==> config.mk <==
export PLATFORM = sky130hd
export DESIGN_NAME = fir_decim_fifo
export DESIGN_NICKNAME = d
export VERILOG_FILES = /design/src/rtl/fir_decim_fifo.sv
export SDC_FILE = /design/constraint.sdc
export NUM_CORES = 1
export LEC_CHECK = 0
export CELL_PAD_IN_SITES_DETAIL_PLACEMENT = 0
export CELL_PAD_IN_SITES_GLOBAL_PLACEMENT = 1
export CORE_ASPECT_RATIO = 1.25
export CORE_MARGIN = 3
export CORE_UTILIZATION = 30
export CTS_BUF_LIST = sky130_fd_sc_hd__clkbuf_4 sky130_fd_sc_hd__clkbuf_8
export CTS_CLUSTER_SIZE = 30
export DETAILED_ROUTE_END_ITERATION = 16
export PLACE_DENSITY = 0.51
export SLEW_MARGIN = 10
export SYNTH_ARGS = -nofsm -noshare
export SYNTH_HDL_FRONTEND = slang
export SYNTH_SLANG_ARGS = --single-unit
==> constraint.sdc <==
create_clock -name CLK -period 3.85 [get_ports CLK]
set_input_delay 0.9625 -clock CLK [delete_from_list [all_inputs] [get_ports CLK]]
set_output_delay 0.9625 -clock CLK [all_outputs]
set_load 0.01 [all_outputs]
==> src/rtl/fir_decim_fifo.sv <==
// Decimates the FIR output stream by DECIM and buffers kept samples in a
// first-word-fall-through FIFO with a sticky overflow flag for dropped samples.
module fir_decim_fifo #(
    parameter int WIDTH = 8,
    parameter int DECIM = 4,
    parameter int DEPTH = 8
) (
    input  logic                     CLK,
    input  logic                     reset,
    input  logic [WIDTH-1:0]         din,
    input  logic                     din_valid,
    output logic [WIDTH-1:0]         out_data,
    output logic                     out_valid,
    input  logic                     out_ready,
    output logic [$clog2(DEPTH):0]   count,
    output logic                     overflow,
    input  logic                     clr_ovf
);

    localparam int AW = $clog2(DEPTH);
    localparam int PW = (DECIM > 1) ? $clog2(DECIM) : 1;

    logic [PW-1:0]    phase_q, phase_d;
    logic [AW-1:0]    wr_ptr_q, wr_ptr_d;
    logic [AW-1:0]    rd_ptr_q, rd_ptr_d;
    logic [AW:0]      count_q, count_d;
    logic             overflow_q, overflow_d;
    logic [WIDTH-1:0] mem [DEPTH];

    logic kept;
    logic pop;
    logic push;
    logic drop;

    // Handshake: a word transfers on any cycle where out_valid && out_ready;
    // out_valid never waits on out_ready, and out_data holds until transferred.
    always_comb begin
        kept = din_valid && (phase_q == '0);
        pop  = (count_q != '0) && out_ready;
        // A full FIFO still accepts a kept sample when the head leaves this cycle.
        push = kept && ((count_q != (AW+1)'(DEPTH)) || pop);
        drop = kept && !push;

        phase_d = phase_q;
        if (din_valid) begin
            phase_d = (phase_q == PW'(DECIM - 1)) ? '0 : phase_q + PW'(1);
        end

        wr_ptr_d = push ? wr_ptr_q + AW'(1) : wr_ptr_q;
        rd_ptr_d = pop  ? rd_ptr_q + AW'(1) : rd_ptr_q;

        count_d = count_q;
        case ({push, pop})
            2'b10:   count_d = count_q + (AW+1)'(1);
            2'b01:   count_d = count_q - (AW+1)'(1);
            default: count_d = count_q;
        endcase

        // A drop in the same cycle as a clear leaves the flag set.
        overflow_d = drop | (overflow_q & ~clr_ovf);
    end

    always_ff @(posedge CLK) begin
        if (!reset) begin
            phase_q    <= '0;
            wr_ptr_q   <= '0;
            rd_ptr_q   <= '0;
            count_q    <= '0;
            overflow_q <= 1'b0;
        end else begin
            phase_q    <= phase_d;
            wr_ptr_q   <= wr_ptr_d;
            rd_ptr_q   <= rd_ptr_d;
            count_q    <= count_d;
            overflow_q <= overflow_d;
        end
    end

    always_ff @(posedge CLK) begin
        if (reset && push) begin
            mem[wr_ptr_q] <= din;
        end
    end

    assign out_valid = (count_q != '0);
    assign out_data  = out_valid ? mem[rd_ptr_q] : '0;
    assign count     = count_q;
    assign overflow  = overflow_q;

endmodule

==> results.txt <==
CP Data Arrival Time = 2.43 ns
drt initial violations = 86
CP required = 2.89 ns
fillers = 1042
Post-CTS Setup Bufs = 0
Syn Inst Count = 220
max incr delay on CP = 0.48 ns
Setup crit end kind = output pin
DR pass1 iterations = 4
asr flop ratio synth = 0
RSZ-0062 raised after global routing = false
Seq/Total Area, Yosys = 0.661
Hold/Removal Path Class = reg -> reg
max_cap viols = 0
share of cells above drive strength 1 = 0.196
synth-to-layout area growth = 20.8%
Die W = 101 um
synthesized area per cell = 15.4 sq um
antenna violations before repair = 0
syn nets = 240
Synth area leader = edfxtp_1
Clock transition at path regs = 0.08 ns
Cell Pwr Density = 606 mW/mm^2
Finish-stage setup viols = 0
most common library cells after synthesis = 64 x edfxtp_1, 24 x nor2_1, 16 x dfxtp_1, 16 x mux4_2, 12 x mux2i_1
status = complete, no violations
CTS max path bufs = 2
FF-to-FF End = count[3]
FF/Latch Area = 0.00224 sq mm
hold path startpoint = rd_ptr_q[1]
Tot Pwr = 2.48 mW
number of synthesis warnings = 0
fin crit share = 0.880
IO buf count = 26
clock root buffer = clkbuf_8
Final min period = 3.39 ns
Placed Cells = 381
Setup Crit Path Kind = reg -> out
CTS Buf Count = 9
wire per inst = 17.5 um
hold bufs inserted after CTS = 0
Layout Cells excl Fill = 397
diode count = 0
Syn Std Cell Area = 0.00339 sq mm
Most used DFF post-synth = edfxtp_1
share of the synthesized area in the top cell type = 0.567
DRC violations left = 0
post-route ant nets = 0
cell depth of the worst flop-to-flop path = 10
leading post-synthesis cells by cell area = edfxtp_1 57%, mux4_2 11%, dfxtp_1 9.4%
end of the worst hold path = rd_ptr_q[1]
post-cts sizing count = 0
Final Hold Viols = 0
core area = 0.0108 sq mm
WHS Path Cells = 2
Yosys reg bits = 80
CP Launch Type = register
Critical Path Slowest Stage Cell = clkdlybuf4s50_1
number of global-route vias before repair = 2029
Skew-Pair Late Insertion Delay = 0.34 ns
leak pwr = 1.36 nW
VDD IR max = 0.232 mV
# rows = 42
H-tree Lvls = 3
most frequent cell after synthesis = edfxtp_1
Boundary Pins = 27
clk_skew = 0.00811 ns
DP HPWL = 4510 um
final slew viol count = 0
TritonCTS clock tree = built
CP Max Fanout = 7
total gr overflow = 0
combined global-route utilization of all metal layers = 0.117
Yosys cell types = 40
fmax = 0.295 GHz
Tightest Pin Transition = 0.588 ns
R2R Setup Slk = 0.95 ns
DRT Wirelength = 6950 um
pin count of the biggest net entering global routing = 17
worst r2r src = count[0]
Crit path top cell by count = nor2_1
die area = 0.0126 sq mm
Vias = 1949
routability cong. = 0.685
Post-synth EDFFs = 64
post-layout net count = 280
DR vias/cell = 4.91
starting density of the core = 0.313
global-route wire length before repair = 11100 um
Critical Path, Cell by Cell = or3_1 -> nor2_1 -> buf_4 -> nor2_1 -> clkdlybuf4s50_1
clk sinks = 80
area of the multi-input gates = 0.00108 sq mm
setup_tns = 0 ns
relative slew slack = 0.607
Die Y = 125 um
-- sequential cells by signal (all words and copies together) (netlist names), named ones only --
register	cells
count	4
mem	64
wr_ptr_q	3
rd_ptr_q	3
overflow	1
phase_q	2
-- routing by layer --
metal | share of wire | vias up | GRT usage
met3 | 0.032 | 6 | 0.0303
met1 | 0.44 | 984 | 0.147
li1 | - | 927 | -
met2 | 0.51 | 32 | 0.193
met5 | 0 | - | 0
met4 | 0.010 | 0 | 0.0383
-- logic make-up after synthesis --
logic type,Yosys count,synth area share
fa+ha+maj,7,0.0280
compound gates,21,0.0465
simple gates,60,0.0838
flops,80,0.661
buf+inv,18,0.0232
mux,28,0.142
xor+xnor,6,0.0155
-- per-stage QoR --
stage	instance area [sq um]	setup slack [ns]	util	hold slack, ns
final	4100	0.460	0.379	0.489
after global routing	4100	0.367	0.379	0.521
after CTS	4100	0.426	0.379	0.496
after detailed placement	3880	0.556	0.358	0.485
after global placement	3880	0.602	0.358	0.477
after floorplan	3390	1.21	-	0.452
-- critical path, delay by kind of cell, from the launching register on --
kind	cells	cell delay, ns
AND/OR/NAND/NOR	3	0.94
buffers and inverters	2	0.76
flip-flops	1	0.39
-- final cells by class --
cell class / instances / share of cell area
well taps: 132 / 0.0403
multi-input cells: 122 / 0.264
repair buffers: 39 / 0.0873
flip-flops and latches: 80 / 0.547
clock buffers: 11 / 0.0339
clock inverters: 5 / 0.0198
inverters: 8 / 0.00733
-- cell usage in the layout, fill, tap and decap left out, types with 2 or more instances in the layout --
| cell | n |
|---|---|
| buf_4 | 13 |
| nand2_1 | 11 |
| clkbuf_4 | 2 |
| nor2_1 | 24 |
| clkbuf_8 | 9 |
| or3_1 | 2 |
| nor4_2 | 2 |
| ha_1 | 6 |
| a211o_1 | 2 |
| o211ai_1 | 3 |
| mux2i_1 | 12 |
| dfxtp_1 | 16 |
| a211oi_1 | 2 |
| edfxtp_1 | 64 |
| mux4_2 | 16 |
| inv_1 | 7 |
| clkdlybuf4s50_1 | 26 |
| xnor2_1 | 2 |
| xor2_1 | 4 |
| o21ai_0 | 2 |
| nand3_1 | 7 |
| nor3_1 | 6 |
| a21oi_1 | 6 |
| bufinv_16 | 2 |
-- power by group --
| part | internal (mW) | total [mW] | switching, mW |
|---|---|---|---|
| logic | 0.391 | 0.768 | 0.377 |
| registers | 0.983 | 1.04 | 0.0579 |
| clock network | 0.380 | 0.672 | 0.292 |
-- worst max path at each step --
stage,start,endpoint,cells after the start
3_3_place_gp,din_valid,count[3],9
6_report,count[0],out_data[4],5
4_1_cts,count[0],out_data[5],5
5_1_grt,count[0],out_data[4],5
3_5_place_dp,din_valid,count[3],9
2_1_floorplan,reset,mem[0][0],4
Note: power is estimated with default switching activity, not from simulation.
